--- config.mk ---
export PLATFORM = sky130hd
export DESIGN_NAME = video_frame_source
export DESIGN_NICKNAME = d
export VERILOG_FILES = /design/src/rtl/video_pkg.sv /design/src/rtl/video_pattern_gen.sv /design/src/rtl/video_frame_source.sv
export SDC_FILE = /design/constraint.sdc
export NUM_CORES = 1
export LEC_CHECK = 0
export BUFFER_PORTS_ARGS = -buffer_cell sky130_fd_sc_hd__buf_2
export CORE_MARGIN = 8
export CORE_UTILIZATION = 50
export CTS_CLUSTER_SIZE = 24
export DETAILED_ROUTE_END_ITERATION = 10
export HOLD_SLACK_MARGIN = 0.15
export PLACE_DENSITY = 0.68
export SLEW_MARGIN = 15
export SYNTH_ARGS = -nofsm -noshare
export SYNTH_HDL_FRONTEND = slang
export SYNTH_SLANG_ARGS = --single-unit
--- constraint.sdc ---
create_clock -name aclk -period 3.6 [get_ports aclk]
set_input_delay 0.36 -clock aclk [delete_from_list [all_inputs] [get_ports aclk]]
set_output_delay 0.36 -clock aclk [all_outputs]
set_load 0.02 [all_outputs]
--- src/rtl/video_pkg.sv ---
// Shared definitions for the video test-pattern source: pixel packing, pattern codes,
// colour-bar palette and the counter-width helper.
package video_pkg;

  localparam int PIX_R_LSB = 16;
  localparam int PIX_B_LSB = 8;
  localparam int PIX_G_LSB = 0;

  typedef enum logic [1:0] {
    PAT_SOLID = 2'd0,
    PAT_BARS  = 2'd1,
    PAT_GRAD  = 2'd2,
    PAT_CHECK = 2'd3
  } pattern_e;

  typedef enum logic [1:0] {
    ST_IDLE   = 2'd0,
    ST_ACTIVE = 2'd1,
    ST_GAP    = 2'd2
  } state_e;

  // Bar palette in {R,B,G} packing, left to right across the line
  localparam logic [23:0] BAR_WHITE   = 24'hFFFFFF;
  localparam logic [23:0] BAR_YELLOW  = 24'hFF00FF;
  localparam logic [23:0] BAR_CYAN    = 24'h00FFFF;
  localparam logic [23:0] BAR_GREEN   = 24'h0000FF;
  localparam logic [23:0] BAR_MAGENTA = 24'hFFFF00;
  localparam logic [23:0] BAR_RED     = 24'hFF0000;
  localparam logic [23:0] BAR_BLUE    = 24'h00FF00;
  localparam logic [23:0] BAR_BLACK   = 24'h000000;

  function automatic logic [23:0] pack_rgb(input logic [7:0] r, input logic [7:0] g,
                                           input logic [7:0] b);
    logic [23:0] p;
    p = '0;
    p[PIX_R_LSB +: 8] = r;
    p[PIX_G_LSB +: 8] = g;
    p[PIX_B_LSB +: 8] = b;
    return p;
  endfunction

  function automatic logic [23:0] bar_color(input logic [2:0] idx);
    logic [23:0] c;
    case (idx)
      3'd0:    c = BAR_WHITE;
      3'd1:    c = BAR_YELLOW;
      3'd2:    c = BAR_CYAN;
      3'd3:    c = BAR_GREEN;
      3'd4:    c = BAR_MAGENTA;
      3'd5:    c = BAR_RED;
      3'd6:    c = BAR_BLUE;
      default: c = BAR_BLACK;
    endcase
    return c;
  endfunction

  // Bits needed to count 0..value-1, never less than one
  function automatic int clogb2(input int value);
    int r;
    r = 1;
    while ((1 << r) < value) r++;
    return r;
  endfunction

endpackage

--- src/rtl/video_pattern_gen.sv ---
// Combinational pixel generator: (x, y, frame count, pattern, colour) -> 24-bit pixel.
// The top feeds it the coordinates of the next pixel so the result can be registered directly.
module video_pattern_gen
  import video_pkg::*;
#(
  parameter int FRAME_WIDTH  = 1920,
  parameter int FRAME_HEIGHT = 1080,
  parameter int CHECKER_LOG2 = 3
) (
  input  logic [clogb2(FRAME_WIDTH)-1:0]  x,
  input  logic [clogb2(FRAME_HEIGHT)-1:0] y,
  input  logic [7:0]                      frame_cnt,
  input  logic [1:0]                      pattern,
  input  logic [23:0]                     color,
  output logic [23:0]                     pixel
);

  localparam int XW = clogb2(FRAME_WIDTH);
  localparam logic [XW+2:0] W_DIV = (XW+3)'(FRAME_WIDTH);

  logic [2:0] bar_idx;
  logic       checker_odd;

  always_comb begin
    // x*8/W is always below 8, so the last bar absorbs any remainder
    bar_idx     = 3'({x, 3'b000} / W_DIV);
    checker_odd = 1'(x >> CHECKER_LOG2) ^ 1'(y >> CHECKER_LOG2);
    pixel       = color;
    case (pattern)
      PAT_SOLID: pixel = color;
      PAT_BARS:  pixel = bar_color(bar_idx);
      PAT_GRAD:  pixel = pack_rgb(8'(x), 8'(y), frame_cnt);
      PAT_CHECK: pixel = checker_odd ? ~color : color;
      default:   pixel = color;
    endcase
  end

endmodule

--- src/rtl/video_frame_source.sv ---
// AXI4-Stream test-pattern frame source; first pixel one cycle after enable, one pixel per cycle.
// Outputs are registered and held while tready is low; enable only takes effect at frame boundaries.
module video_frame_source
  import video_pkg::*;
#(
  parameter int FRAME_WIDTH      = 1920,
  parameter int FRAME_HEIGHT     = 1080,
  parameter int FRAME_GAP_CYCLES = 16,
  parameter int CHECKER_LOG2     = 3
) (
  input  logic        aclk,
  input  logic        aresetn,
  input  logic        enable,
  input  logic [1:0]  pattern_sel,
  input  logic [23:0] fill_color,
  output logic [23:0] m_axis_video_tdata_out,
  output logic        m_axis_video_tvalid_out,
  input  logic        m_axis_video_tready_out,
  output logic        m_axis_video_tuser_out,
  output logic        m_axis_video_tlast_out,
  output logic        frame_done,
  output logic        busy
);

  localparam int XW = clogb2(FRAME_WIDTH);
  localparam int YW = clogb2(FRAME_HEIGHT);
  localparam int GW = clogb2(FRAME_GAP_CYCLES + 1);
  localparam logic [XW-1:0] X_LAST   = XW'(FRAME_WIDTH - 1);
  localparam logic [YW-1:0] Y_LAST   = YW'(FRAME_HEIGHT - 1);
  localparam logic [GW-1:0] GAP_LAST = GW'(FRAME_GAP_CYCLES - 1);

  state_e      state_q, state_d;
  logic [XW-1:0] x_q, x_d;
  logic [YW-1:0] y_q, y_d;
  logic [7:0]  frame_cnt_q, frame_cnt_d;
  logic [GW-1:0] gap_cnt_q, gap_cnt_d;
  logic [1:0]  pat_q, pat_d;
  logic [23:0] color_q, color_d;
  logic [23:0] tdata_q, tdata_d;
  logic        tvalid_q, tvalid_d;
  logic        tuser_q, tuser_d;
  logic        tlast_q, tlast_d;
  logic        frame_done_q, frame_done_d;
  logic        busy_q, busy_d;

  logic          hs;
  logic          start;
  logic          load;
  logic [XW-1:0] gen_x;
  logic [YW-1:0] gen_y;
  logic [7:0]    gen_f;
  logic [1:0]    gen_pat;
  logic [23:0]   gen_color;
  logic [23:0]   gen_pix;

  assign hs = tvalid_q & m_axis_video_tready_out;

  always_comb begin
    state_d      = state_q;
    x_d          = x_q;
    y_d          = y_q;
    frame_cnt_d  = frame_cnt_q;
    gap_cnt_d    = gap_cnt_q;
    pat_d        = pat_q;
    color_d      = color_q;
    tvalid_d     = tvalid_q;
    tuser_d      = tuser_q;
    tlast_d      = tlast_q;
    frame_done_d = 1'b0;
    start        = 1'b0;
    load         = 1'b0;
    gen_x        = x_q;
    gen_y        = y_q;
    gen_f        = frame_cnt_q;
    gen_pat      = pat_q;
    gen_color    = color_q;

    case (state_q)
      ST_IDLE: begin
        if (enable) start = 1'b1;
      end
      ST_ACTIVE: begin
        if (hs) begin
          if (x_q == X_LAST && y_q == Y_LAST) begin
            frame_done_d = 1'b1;
            frame_cnt_d  = frame_cnt_q + 8'd1;
            x_d          = '0;
            y_d          = '0;
            tvalid_d     = 1'b0;
            tuser_d      = 1'b0;
            tlast_d      = 1'b0;
            if (FRAME_GAP_CYCLES > 0) begin
              state_d   = ST_GAP;
              gap_cnt_d = '0;
            end else if (enable) begin
              start = 1'b1;
            end else begin
              state_d = ST_IDLE;
            end
          end else begin
            if (x_q == X_LAST) begin
              x_d = '0;
              y_d = y_q + YW'(1);
            end else begin
              x_d = x_q + XW'(1);
            end
            load    = 1'b1;
            gen_x   = x_d;
            gen_y   = y_d;
            tuser_d = 1'b0;
            tlast_d = (x_d == X_LAST);
          end
        end
      end
      ST_GAP: begin
        gap_cnt_d = gap_cnt_q + GW'(1);
        if (gap_cnt_q == GAP_LAST) begin
          gap_cnt_d = '0;
          if (enable) start = 1'b1;
          else        state_d = ST_IDLE;
        end
      end
      default: state_d = ST_IDLE;
    endcase

    // Frame start: latch config and present pixel (0,0) with the updated frame count
    if (start) begin
      state_d   = ST_ACTIVE;
      pat_d     = pattern_sel;
      color_d   = fill_color;
      x_d       = '0;
      y_d       = '0;
      tvalid_d  = 1'b1;
      tuser_d   = 1'b1;
      tlast_d   = 1'b0;
      load      = 1'b1;
      gen_x     = '0;
      gen_y     = '0;
      gen_f     = frame_cnt_d;
      gen_pat   = pattern_sel;
      gen_color = fill_color;
    end
  end

  assign tdata_d = load ? gen_pix : tdata_q;
  assign busy_d  = (state_d != ST_IDLE);

  video_pattern_gen #(
    .FRAME_WIDTH  (FRAME_WIDTH),
    .FRAME_HEIGHT (FRAME_HEIGHT),
    .CHECKER_LOG2 (CHECKER_LOG2)
  ) u_pattern_gen (
    .x         (gen_x),
    .y         (gen_y),
    .frame_cnt (gen_f),
    .pattern   (gen_pat),
    .color     (gen_color),
    .pixel     (gen_pix)
  );

  always_ff @(posedge aclk or negedge aresetn) begin
    if (!aresetn) begin
      state_q      <= ST_IDLE;
      x_q          <= '0;
      y_q          <= '0;
      frame_cnt_q  <= '0;
      gap_cnt_q    <= '0;
      pat_q        <= '0;
      color_q      <= '0;
      tdata_q      <= '0;
      tvalid_q     <= 1'b0;
      tuser_q      <= 1'b0;
      tlast_q      <= 1'b0;
      frame_done_q <= 1'b0;
      busy_q       <= 1'b0;
    end else begin
      state_q      <= state_d;
      x_q          <= x_d;
      y_q          <= y_d;
      frame_cnt_q  <= frame_cnt_d;
      gap_cnt_q    <= gap_cnt_d;
      pat_q        <= pat_d;
      color_q      <= color_d;
      tdata_q      <= tdata_d;
      tvalid_q     <= tvalid_d;
      tuser_q      <= tuser_d;
      tlast_q      <= tlast_d;
      frame_done_q <= frame_done_d;
      busy_q       <= busy_d;
    end
  end

  assign m_axis_video_tdata_out  = tdata_q;
  assign m_axis_video_tvalid_out = tvalid_q;
  assign m_axis_video_tuser_out  = tuser_q;
  assign m_axis_video_tlast_out  = tlast_q;
  assign frame_done              = frame_done_q;
  assign busy                    = busy_q;

endmodule

==> results.sh <==
export IMPL_dp_hpwl_um=10300
export IMPL_routedWlPerCell_um=18.5
export IMPL_synth_main_ff_cell="dfrtp_1"
export IMPL_crit_end="m_axis_video_tdata_out[9]"
export IMPL_syn_area_um2=5260
export IMPL_crit_type="reg -> reg"
export IMPL_r2r_start="gap_cnt_q[0]"
export IMPL_synth_top_cell_by_area="dfrtp_1"
export IMPL_postLayoutCoreUtil_pct=59.4
export IMPL_hold_class="in -> reg"
export IMPL_die_w_um=119
export IMPL_clock_root_buffer="clkbuf_8"
export IMPL_syn_area_per_cell_um2=9.44
export IMPL_fillers=935
export IMPL_die_h_um=119
export IMPL_setup_violations=0
export IMPL_p_leak_nw=3.05
export IMPL_rows=37
export IMPL_arrival_ns=3.74
export IMPL_io_buffers=58
export IMPL_relSlewSlack_pct=41.5
export IMPL_vias=4631
export IMPL_wirelength_um=14400
export IMPL_clk_pin_slew_worst_paths_ns=0.10
export IMPL_syn2layout_area_growth_pct=16.2
export IMPL_first_global_vias=4730
export IMPL_final_nets=669
export IMPL_finClkSkew_ns=0.0156
export IMPL_grt_max_degree=83
export IMPL_core_um2=10300
export IMPL_syn_instance_count=557
export IMPL_period_share_pct=94.9
export IMPL_yosys_top_cells_area="dfrtp_1, nand2_1, xnor2_1"
export IMPL_cts_setup_buffers=0
export IMPL_timing_rr_end="m_axis_video_tdata_out[9]"
export IMPL_startpoint="gap_cnt_q[0]"
export IMPL_clock_latency_ns=0.38
export IMPL_dieArea_um2=14100
export IMPL_route_detailed_drc=0
export IMPL_reg2reg_slack_ns=0.18
export IMPL_synth_seq_cells=92
export IMPL_place_ws_ns=0.137
export IMPL_synth_seq_area_share_pct=43.8
export IMPL_htreeDepth=3
export IMPL_status="finished, final reports clean"
export IMPL_critPathMaxFanout=8
export IMPL_async_flop_share_pct=100
export IMPL_dr_pass1_iters=5
export IMPL_cts_num_sinks=92
export IMPL_min_period_ns=3.42
export IMPL_worstMarginPinSlew_ns=0.875
export IMPL_hold_viol=0
export IMPL_vias_per_cell=5.97
export IMPL_overflow=0
export IMPL_drive_gt1_share_pct=21.1
export IMPL_ant_nets=0
export IMPL_clk_path_buf_depth=2
export IMPL_yosys_warnings=0
export IMPL_ys_types=78
export IMPL_synth_top_cell_area_share_pct=43.8
export IMPL_antenna_cells=0
export IMPL_setup_tns_ns=0
export IMPL_drtIter0Drc=418
export IMPL_required_ns=3.92
export IMPL_synth_edf_count=0
export IMPL_power_mw=2.07
export IMPL_peakVddDrop_mv=0.271
export IMPL_initial_core_util_pct=51.2
export IMPL_drv_cap=0
export IMPL_layout_setup_ws_ns=0.185
export IMPL_grt_usage_pct=20.7
export IMPL_grt_setup_unrepaired="no"
export IMPL_start_kind="flip-flop"
export IMPL_critPathCaptureType="flip-flop"
export IMPL_grt_antenna_before_repair=0
export IMPL_reg2reg_depth=10
export IMPL_maxSlewViolCount=0
export IMPL_max_freq_mhz=293
export IMPL_cts_tree="done"
export IMPL_cts_made_buffers=9
export IMPL_power_density_nw_per_um2=338
export IMPL_gp_congestion=0.947
export IMPL_grt_pass1_wl_um=23700
export IMPL_io_pins=59
export IMPL_syn_nets=591
## critical path, cell delays in order (launching register included)
cell	delay [ns]
dfrtp_1	0.44
ha_1	0.28
and4b_2	0.28
a211oi_4	0.43
o2bb2ai_1	0.19
a311o_1	0.16
a21oi_1	0.09
o41ai_1	0.73
a2111oi_4	0.18
nor3_4	0.37
a221o_1	0.21
## layout make-up
class,count,area (um^2),area share (%)
inverters,26,97.6,1.60
repair buffers,90,552,9.03
clock buffers,11,141,2.31
well taps,136,170,2.79
clock inverters,5,60.1,0.983
multi-input cells,416,2790,45.6
flip-flops and latches,92,2300,37.7
## placed cells by master, fill, tap and decap left out, drive strengths merged, types with 3 or more instances in the layout
master	Yosys	routed
mux2i	25	25
ha	4	4
a21oi	27	27
a22o	8	8
o21ai	48	48
and3	10	10
a221o	8	8
nand2	79	79
a31oi	8	8
xor2	12	12
o32a	4	4
nand4b	3	3
nand2b	3	3
inv	26	27
nor3	9	9
clkbuf	15	11
nand3	10	10
o211ai	5	5
nor3b	4	4
nor2	47	47
o22ai	7	7
xnor2	32	32
a22oi	4	4
dfrtp	92	92
nand4	11	11
or3	3	3
buf	8	89
## stage by stage
step,cells,hold WS (ns),instance area [um^2]
after floorplan,557,0.0644,5260
after global placement,759,0.459,5860
after detailed placement,759,0.459,5860
after CTS,775,0.198,6060
after global routing,776,0.244,6110
final,776,0.237,6110
## flip-flops by register name, indices dropped and copies added (netlist names), 2 cells and up
| register | cells |
|---|---|
| color_q | 24 |
| m_axis_video_tdata_out | 24 |
| x_q | 11 |
| y_q | 11 |
| frame_cnt_q | 8 |
| gap_cnt_q | 5 |
| pat_q | 2 |
| state_q | 2 |
## layer usage
| layer | routed length (um) | GRT usage [%] | share of wire, % |
|---|---|---|---|
| met2 | 7080 | 34.3 | 49 |
| met3 | 656 | 3.47 | 4.6 |
| met1 | 6290 | 26.0 | 44 |
| met4 | 349 | 9.57 | 2.4 |
| met5 | 0 | 0 | 0 |
## report_power, final
| part | switching [mW] | internal (mW) | total [mW] |
|---|---|---|---|
| logic | 0.146 | 0.0964 | 0.242 |
| clock network | 0.389 | 0.343 | 0.732 |
| registers | 0.0288 | 1.06 | 1.09 |
## how the worst min path moves through the flow
stage               slack (ns)                    from  cells past startpoint                     end
CTS                       0.20                 aresetn                      1  m_axis_video_tuser_out
global placement          0.46  m_axis_video_tuser_out                      2  m_axis_video_tuser_out
finish                    0.24          fill_color[11]                      3             color_q[11]
global route              0.24          fill_color[11]                      3             color_q[11]
detailed placement        0.46  m_axis_video_tuser_out                      2  m_axis_video_tuser_out
floorplan                 0.06                 aresetn                      0                    busy
## cell usage after synthesis, types with 8 or more instances
library cell and count:
dfrtp_1 92, nand2_1 78, nor2_1 46, o21ai_0 39
xnor2_1 32, a21oi_1 26, inv_1 26, mux2i_1 25
clkbuf_1 14, xor2_1 11, nand3_1 10, nand4_1 10
a221o_1 8, a22o_1 8, and3_1 8
## cells by family after synthesis
family	Yosys count	synth area share (%)
adders and majority gates	4	0.952
buffers and inverters	49	4.09
muxes	27	5.19
and+or+nand+nor	195	18.7
AOI/OAI and AO/OA	146	19.8
xor gates and xnor gates	44	7.47
DFF	92	43.8
## repair_timing
action,4_1_cts,5_1_grt
endpoints found under the setup margin,0,8
resized for setup,0,6
hold buffers,0,1
endpoints found under the hold margin,0,81
(Power assumes the default switching activity.)
